[config.mk]
export PLATFORM = sky130hd
export DESIGN_NAME = product_row_accumulator_flat
export DESIGN_NICKNAME = d
export VERILOG_FILES = /design/src/rtl/product_row_accumulator_pkg.sv /design/src/rtl/product_row_accumulator_if.sv /design/src/rtl/product_row_accumulator_queue.sv /design/src/rtl/product_row_accumulator.sv /design/src/flat_wrapper.sv
export SDC_FILE = /design/constraint.sdc
export NUM_CORES = 1
export LEC_CHECK = 0
export CELL_PAD_IN_SITES_DETAIL_PLACEMENT = 0
export CELL_PAD_IN_SITES_GLOBAL_PLACEMENT = 1
export CORE_ASPECT_RATIO = 1.5
export CORE_MARGIN = 2
export CORE_UTILIZATION = 51
export CTS_CLUSTER_SIZE = 25
export DETAILED_ROUTE_END_ITERATION = 10
export PLACE_DENSITY_LB_ADDON = 0.2
export SYNTH_ARGS = -nofsm -noshare
export SYNTH_HDL_FRONTEND = slang
export SYNTH_SLANG_ARGS = --single-unit
export TNS_END_PERCENT = 10
[constraint.sdc]
create_clock -name clk -period 6.85 [get_ports clk]
set_clock_uncertainty 0.05 [all_clocks]
set_input_delay 1.0275 -clock clk [delete_from_list [all_inputs] [get_ports clk]]
set_output_delay 1.0275 -clock clk [all_outputs]
set_load 0.1 [all_outputs]
[src/rtl/product_row_accumulator_pkg.sv]
// product_row_pkg: shared widths, FSM state type and queue entry type for
// product_row_accumulator.
// Optional feature macro: ROW_MAX_EN (adds per-row maximum to queue entries).
package product_row_pkg;
  localparam int unsigned DATA_W  = 8;
  localparam int unsigned ROW_LEN = 16;
  localparam int unsigned ROWS    = 16;
  localparam int unsigned QDEPTH  = 4;
  localparam int unsigned SUM_W   = DATA_W + $clog2(ROW_LEN);
  localparam int unsigned TOT_W   = SUM_W + $clog2(ROWS);
  localparam int unsigned COL_W   = $clog2(ROW_LEN);
  localparam int unsigned ROW_W   = $clog2(ROWS);

  typedef enum logic [1:0] {
    S_IDLE  = 2'd0,
    S_ACCUM = 2'd1,
    S_DONE  = 2'd2
  } state_t;

  typedef struct packed {
    logic [ROW_W-1:0]  row;
    logic [SUM_W-1:0]  sum;
`ifdef ROW_MAX_EN
    logic [DATA_W-1:0] max;
`endif
  } row_result_t;
endpackage

[src/rtl/product_row_accumulator_if.sv]
// product_row_accumulator_if: product input stream and row-result output
// stream of product_row_accumulator.
//   in_valid/in_data/in_ready     : product stream, row-major
//   out_valid/out_ready           : row-result handshake
//   out_sum/out_row[/out_max]     : row result at queue head
// Optional feature macro: ROW_MAX_EN (adds out_max).
interface product_row_accumulator_if;
  import product_row_pkg::*;

  logic              in_valid;
  logic [DATA_W-1:0] in_data;
  logic              in_ready;
  logic              out_valid;
  logic              out_ready;
  logic [SUM_W-1:0]  out_sum;
  logic [ROW_W-1:0]  out_row;
`ifdef ROW_MAX_EN
  logic [DATA_W-1:0] out_max;
`endif

  modport master (
    output in_valid, in_data, out_ready,
    input  in_ready, out_valid, out_sum, out_row
`ifdef ROW_MAX_EN
    , input out_max
`endif
  );

  modport slave (
    input  in_valid, in_data, out_ready,
    output in_ready, out_valid, out_sum, out_row
`ifdef ROW_MAX_EN
    , output out_max
`endif
  );
endinterface

[src/rtl/product_row_accumulator_queue.sv]
// row_result_queue: synchronous FIFO of row_result_t.
//   clk, rst (async, active-high), clr (sync flush)
//   push/din  : write entry (ignored when full unless popping the same cycle)
//   pop/dout  : head entry, dout is 0 when empty
//   full/empty: occupancy flags
// Optional feature macro: ROW_MAX_EN (entry carries row maximum).
module row_result_queue
  import product_row_pkg::*;
#(
  parameter int unsigned DEPTH = QDEPTH
) (
  input  logic        clk,
  input  logic        rst,
  input  logic        clr,
  input  logic        push,
  input  logic        pop,
  input  row_result_t din,
  output row_result_t dout,
  output logic        full,
  output logic        empty
);
  localparam int unsigned PTR_W = (DEPTH > 1) ? $clog2(DEPTH) : 1;

  row_result_t      mem_q [DEPTH];
  row_result_t      mem_d [DEPTH];
  logic [PTR_W-1:0] wr_q, wr_d, rd_q, rd_d;
  logic [PTR_W:0]   cnt_q, cnt_d;
  logic             do_push, do_pop;

  assign full  = (cnt_q == (PTR_W+1)'(DEPTH));
  assign empty = (cnt_q == '0);
  assign dout  = empty ? '0 : mem_q[rd_q];

  // Push into a full queue is legal only when the head leaves on the same edge.
  assign do_push = push && (!full || pop);
  assign do_pop  = pop && !empty;

  always_comb begin
    mem_d = mem_q;
    wr_d  = wr_q;
    rd_d  = rd_q;
    cnt_d = cnt_q;
    if (clr) begin
      wr_d  = '0;
      rd_d  = '0;
      cnt_d = '0;
    end else begin
      if (do_push) begin
        mem_d[wr_q] = din;
        wr_d        = wr_q + 1'b1;
      end
      if (do_pop) rd_d = rd_q + 1'b1;
      if (do_push && !do_pop)      cnt_d = cnt_q + 1'b1;
      else if (!do_push && do_pop) cnt_d = cnt_q - 1'b1;
    end
  end

  always_ff @(posedge clk or posedge rst) begin
    if (rst) begin
      for (int unsigned i = 0; i < DEPTH; i++) mem_q[i] <= '0;
      wr_q  <= '0;
      rd_q  <= '0;
      cnt_q <= '0;
    end else begin
      mem_q <= mem_d;
      wr_q  <= wr_d;
      rd_q  <= rd_d;
      cnt_q <= cnt_d;
    end
  end
endmodule

[src/rtl/product_row_accumulator.sv]
// product_row_accumulator: sums a 16x16 row-major product stream into one
// result per row (queued, valid/ready) plus a per-frame grand total.
//   clk, rst (async, active-high), clr (sync clear of counters/queue/err)
//   bus (slave)  : in_valid/in_data/in_ready, out_valid/out_ready/out_sum/
//                  out_row[/out_max]
//   frame_done   : 1-cycle pulse, frame_total valid
//   frame_total  : sum of the last complete frame
//   err          : sticky, a sample was offered while in_ready was low
// Optional feature macro: ROW_MAX_EN (per-row maximum on bus.out_max).
module product_row_accumulator
  import product_row_pkg::*;
#(
  parameter int unsigned QDEPTH = product_row_pkg::QDEPTH
) (
  input  logic                      clk,
  input  logic                      rst,
  input  logic                      clr,
  product_row_accumulator_if.slave  bus,
  output logic                      frame_done,
  output logic [TOT_W-1:0]          frame_total,
  output logic                      err
);
  localparam logic [COL_W-1:0] COL_LAST = COL_W'(ROW_LEN - 1);
  localparam logic [ROW_W-1:0] ROW_LAST = ROW_W'(ROWS - 1);

  state_t            state_q, state_d;
  logic [COL_W-1:0]  col_q, col_d;
  logic [ROW_W-1:0]  row_q, row_d;
  logic [SUM_W-1:0]  acc_q, acc_d;
  logic [TOT_W-1:0]  tot_q, tot_d;
  logic [TOT_W-1:0]  frame_total_q, frame_total_d;
  logic              err_q, err_d;
  logic              q_full, q_empty, in_ready, accept, row_end, push, pop;
  row_result_t       q_din, q_dout;
`ifdef ROW_MAX_EN
  logic [DATA_W-1:0] max_q, max_d, row_max;
  assign row_max = (bus.in_data > max_q) ? bus.in_data : max_q;
`endif

  // Only a row-ending sample needs a queue slot, so only it can stall.
  assign in_ready = !(col_q == COL_LAST && q_full && !bus.out_ready);
  assign accept   = bus.in_valid && in_ready;
  assign row_end  = accept && (col_q == COL_LAST);
  assign push     = row_end && !clr;
  assign pop      = !q_empty && bus.out_ready && !clr;

  always_comb begin
    q_din     = '0;
    q_din.row = row_q;
    q_din.sum = acc_q + SUM_W'(bus.in_data);
`ifdef ROW_MAX_EN
    q_din.max = row_max;
`endif
  end

  row_result_queue #(.DEPTH(QDEPTH)) u_queue (
    .clk   (clk),
    .rst   (rst),
    .clr   (clr),
    .push  (push),
    .pop   (pop),
    .din   (q_din),
    .dout  (q_dout),
    .full  (q_full),
    .empty (q_empty)
  );

  always_comb begin
    state_d       = state_q;
    col_d         = col_q;
    row_d         = row_q;
    acc_d         = acc_q;
    tot_d         = tot_q;
    frame_total_d = frame_total_q;
    err_d         = err_q;
`ifdef ROW_MAX_EN
    max_d         = max_q;
`endif
    if (clr) begin
      state_d = S_IDLE;
      col_d   = '0;
      row_d   = '0;
      acc_d   = '0;
      tot_d   = '0;
      err_d   = 1'b0;
`ifdef ROW_MAX_EN
      max_d   = '0;
`endif
    end else begin
      if (bus.in_valid && !in_ready) err_d = 1'b1;
      if (accept) begin
        tot_d = tot_q + TOT_W'(bus.in_data);
        if (row_end) begin
          acc_d = '0;
          col_d = '0;
          row_d = row_q + 1'b1;
`ifdef ROW_MAX_EN
          max_d = '0;
`endif
        end else begin
          acc_d = acc_q + SUM_W'(bus.in_data);
          col_d = col_q + 1'b1;
`ifdef ROW_MAX_EN
          max_d = row_max;
`endif
        end
      end
      case (state_q)
        S_IDLE:  if (accept) state_d = S_ACCUM;
        S_ACCUM: ;
        S_DONE:  state_d = accept ? S_ACCUM : S_IDLE;
        default: state_d = S_IDLE;
      endcase
      // Closing the last row latches the total and restarts the running sum,
      // so a sample accepted during S_DONE already belongs to the next frame.
      if (row_end && row_q == ROW_LAST) begin
        state_d       = S_DONE;
        frame_total_d = tot_q + TOT_W'(bus.in_data);
        tot_d         = '0;
      end
    end
  end

  always_ff @(posedge clk or posedge rst) begin
    if (rst) begin
      state_q       <= S_IDLE;
      col_q         <= '0;
      row_q         <= '0;
      acc_q         <= '0;
      tot_q         <= '0;
      frame_total_q <= '0;
      err_q         <= 1'b0;
`ifdef ROW_MAX_EN
      max_q         <= '0;
`endif
    end else begin
      state_q       <= state_d;
      col_q         <= col_d;
      row_q         <= row_d;
      acc_q         <= acc_d;
      tot_q         <= tot_d;
      frame_total_q <= frame_total_d;
      err_q         <= err_d;
`ifdef ROW_MAX_EN
      max_q         <= max_d;
`endif
    end
  end

  assign bus.in_ready  = in_ready;
  assign bus.out_valid = !q_empty;
  assign bus.out_sum   = q_dout.sum;
  assign bus.out_row   = q_dout.row;
`ifdef ROW_MAX_EN
  assign bus.out_max   = q_dout.max;
`endif
  assign frame_done    = (state_q == S_DONE);
  assign frame_total   = frame_total_q;
  assign err           = err_q;
endmodule

[src/flat_wrapper.sv]
// flat-port wrapper written by rule: the top's interface ports become plain ports
module product_row_accumulator_flat import product_row_pkg::*;
#(
  parameter int unsigned QDEPTH = product_row_pkg::QDEPTH
)
  (clk, rst, clr, frame_done, frame_total, err, bus_in_valid, bus_in_data, bus_out_ready, bus_in_ready, bus_out_valid, bus_out_sum, bus_out_row);
  product_row_accumulator_if bus_i ();
  input  logic clk;
  input  logic rst;
  input  logic clr;
  output logic frame_done;
  output logic [TOT_W-1:0] frame_total;
  output logic err;
  input wire logic [$bits(bus_i.in_valid)-1:0] bus_in_valid;
  input wire logic [$bits(bus_i.in_data)-1:0] bus_in_data;
  input wire logic [$bits(bus_i.out_ready)-1:0] bus_out_ready;
  output wire logic [$bits(bus_i.in_ready)-1:0] bus_in_ready;
  output wire logic [$bits(bus_i.out_valid)-1:0] bus_out_valid;
  output wire logic [$bits(bus_i.out_sum)-1:0] bus_out_sum;
  output wire logic [$bits(bus_i.out_row)-1:0] bus_out_row;
  assign bus_i.in_valid = bus_in_valid;
  assign bus_i.in_data = bus_in_data;
  assign bus_i.out_ready = bus_out_ready;
  assign bus_in_ready = bus_i.in_ready;
  assign bus_out_valid = bus_i.out_valid;
  assign bus_out_sum = bus_i.out_sum;
  assign bus_out_row = bus_i.out_row;
  product_row_accumulator #(.QDEPTH(QDEPTH)) u_core (.clk(clk), .rst(rst), .clr(clr), .bus(bus_i), .frame_done(frame_done), .frame_total(frame_total), .err(err));
endmodule
==> results.py <==
metrics = {
    "layout": {
        "syn2layout_area_growth_pct": 18.2,
        "stdcell_area_sq_um": 7700,
        "antenna_cells": 0,
        "utilization_pct": 61.9,
        "nets": 680,
        "drive_above_1_share_pct": 16.6,
    },
    "place": {
        "numPortBuffers": 48,
        "post_dp_cell_area_sq_um": 7090,
        "dp_hpwl_mm": 9.44,
        "place.gp.congestion": 0.766,
    },
    "setup_path": {
        "crit_arrival_ns": 3.11,
        "cp-end-kind": "output pin",
        "start_kind": "input port",
        "crit_fanout": 7,
        "cp_data_required_time_ns": 5.77,
        "path_class": "input port to output pin",
    },
    "clocking": {
        "cts_tree": "yes",
        "cts_buffers": 17,
        "clk-insertion-delay-late_ns": 0.42,
        "cts.repair.resized": 0,
        "hold_buffers": 0,
        "cts.sinks": 126,
        "clock-root-buffer": "clkbuf_16",
        "htreeDepth": 4,
        "post-cts-setup-buffers": 0,
        "clock_path_buffers": 2,
        "clk_pin_slew_ns": 0.06,
    },
    "global_route": {
        "antenna_found_initial": 0,
        "grt_pass1_vias": 4735,
        "grt_max_degree": 82,
        "overflow": 0,
        "track_usage_pct": 22.6,
        "grt_pass1_wl_mm": 23.7,
    },
    "synth": {
        "synth_top_area_cell": "dfrtp_1",
        "synth_nets": 638,
        "yosys_warnings": 0,
        "synth_area_leaders": "dfrtp_1, mux2_2, mux4_2",
        "syn_area_sq_um": 6520,
        "synth_cells": 600,
        "yosysUniqueCellTypes": 58,
        "syn_avg_cell_area_sq_um": 10.9,
        "synth-edff-count": 0,
        "synth-main-ff-cell": "dfrtp_1",
        "ys_seq_area_share_pct": 48.4,
        "synth.top_cell.area_share_pct": 48.4,
        "synth_most_common_cell": "dfrtp_1",
        "ys_ff_latch": 126,
        "async_reset_ff_share_pct": 100,
        "yosys-top-cells-count": "dfrtp_1, nand2_1, o21ai_0",
    },
    "sta": {
        "slew_headroom_pct": 19.9,
        "slew_violations": 0,
        "holdWs_ns": 0.427,
        "min_period_over_period_pct": 61.1,
        "rsz0062_at_grt": "false",
        "max_freq_mhz": 239,
        "finalHoldViolCount": 0,
        "finalSetupTns_ns": 0,
        "setup_viol": 0,
        "period_needed_ns": 4.19,
        "worst_pin_slew_ns": 1.20,
    },
    "routing": {
        "ant_nets": 0,
        "avgRoutedWirePerCell_microns": 17.3,
        "vias": 4572,
        "drc": 0,
        "viasPerCell": 5.64,
        "first_iter_violations": 146,
        "wl_mm": 14.0,
        "first_pass_iters": 4,
    },
    "floorplan": {
        "die_h_microns": 142,
        "start_util_pct": 52.3,
        "ioPinCount": 49,
        "row_count": 50,
        "die_w_microns": 96.3,
        "core_area_sq_um": 12400,
        "dieArea_sq_um": 13700,
    },
    "pwr": {
        "vdd_drop_max_mv": 0.156,
        "power.density_nw_per_um2": 243,
        "p_leak_nw": 3.47,
    },
    "run": {
        "maxCapViolCount": 0,
    },
    "min_path": {
        "hold_path_class": "register to register",
    },
    "outcome": {
        "status": "finished clean",
    },
}
==> cells in the final DEF, fill, tap and decap left out, drive strengths merged, types with 16 or more instances in the layout <==
cell type / instances
a21oi: 27
and2: 18
clkbuf: 17
clkdlybuf4s50: 48
dfrtp: 126
ha: 22
inv: 19
mux2: 44
mux4: 16
nand2: 88
nor2: 37
o21ai: 56
xor2: 18
==> routing by layer <==
layer	track usage, %	vias up	wire, microns
met5	0	-	0
met3	4.87	18	391
met2	38.7	73	7370
met4	6.97	0	215
li1	-	2202	-
met1	28.4	2279	6030
==> power by group <==
part           total (mW)  internal (mW)  switching, mW
Clock               0.928          0.576          0.352
Sequential          0.769          0.759         0.0108
Combinational       0.173         0.0623          0.110
==> worst max-delay path: stages <==
cell and delay (ns):
clkdlybuf4s50_1 0.55, nor4b_4 0.45, nand2_2 0.10, clkdlybuf4s50_1 0.98
==> through the flow <==
step | power (mW) | instances | setup WS [ns]
floorplan | 0.905 | 600 | 2.42
global placement | 0.948 | 779 | 2.68
detailed placement | 0.954 | 779 | 2.65
CTS | 1.89 | 811 | 2.65
global route | 1.95 | 811 | 2.56
finish | 1.87 | 811 | 2.66
==> cells by family (layout without fill, tap and decap cells) <==
kind of cell | after synthesis | in the layout | synth area share [%]
AO/OA/AOI/OAI | 128 | 128 | 12.0
XOR/XNOR | 32 | 32 | 4.70
adder cells (fa/ha/maj) | 25 | 25 | 5.15
buffers and inverters | 43 | 98 | 2.75
flip-flops | 126 | 126 | 48.4
multiplexers | 62 | 62 | 13.4
AND/OR/NAND/NOR | 184 | 184 | 13.6
==> flip-flops by register name, indices dropped and copies added (netlist names) <==
name                  count
u_core.frame_total       16
u_core.state_q            2
u_core.u_queue.cnt_q      3
u_core.u_queue.wr_q       2
u_core.u_queue.rd_q       2
u_core.col_q              4
u_core.tot_q             16
u_core.acc_q             12
u_core.err                1
u_core.u_queue.mem_q     64
u_core.row_q              4
==> final timing paths <==
check | start | to | slack (ns) | cells past startpoint
hold reg to reg | u_core.u_queue.mem_q[1] | u_core.u_queue.mem_q[1] | 0.43 | 2
max in group asynchronous | rst | u_core.acc_q[9] | 4.45 | 3
hold / removal | u_core.u_queue.mem_q[1] | u_core.u_queue.mem_q[1] | 0.43 | 2
min in group asynchronous | rst | u_core.u_queue.mem_q[17] | 1.13 | 2
setup reg to reg | u_core.col_q[0] | u_core.tot_q[9] | 4.33 | 5
setup / recovery | bus_out_ready | bus_in_ready | 2.66 | 4
==> area by class of cell <==
| type | count | area [sq um] |
|---|---|---|
| inverters | 15 | 58.8 |
| repair buffers | 51 | 503 |
| well taps | 156 | 195 |
| clock inverters | 15 | 184 |
| multi-input cells | 431 | 3180 |
| flip-flops and latches | 126 | 3150 |
| clock buffers | 17 | 425 |
| fillers | 1033 | 4750 |
Note: power is estimated with default switching activity, not from simulation.
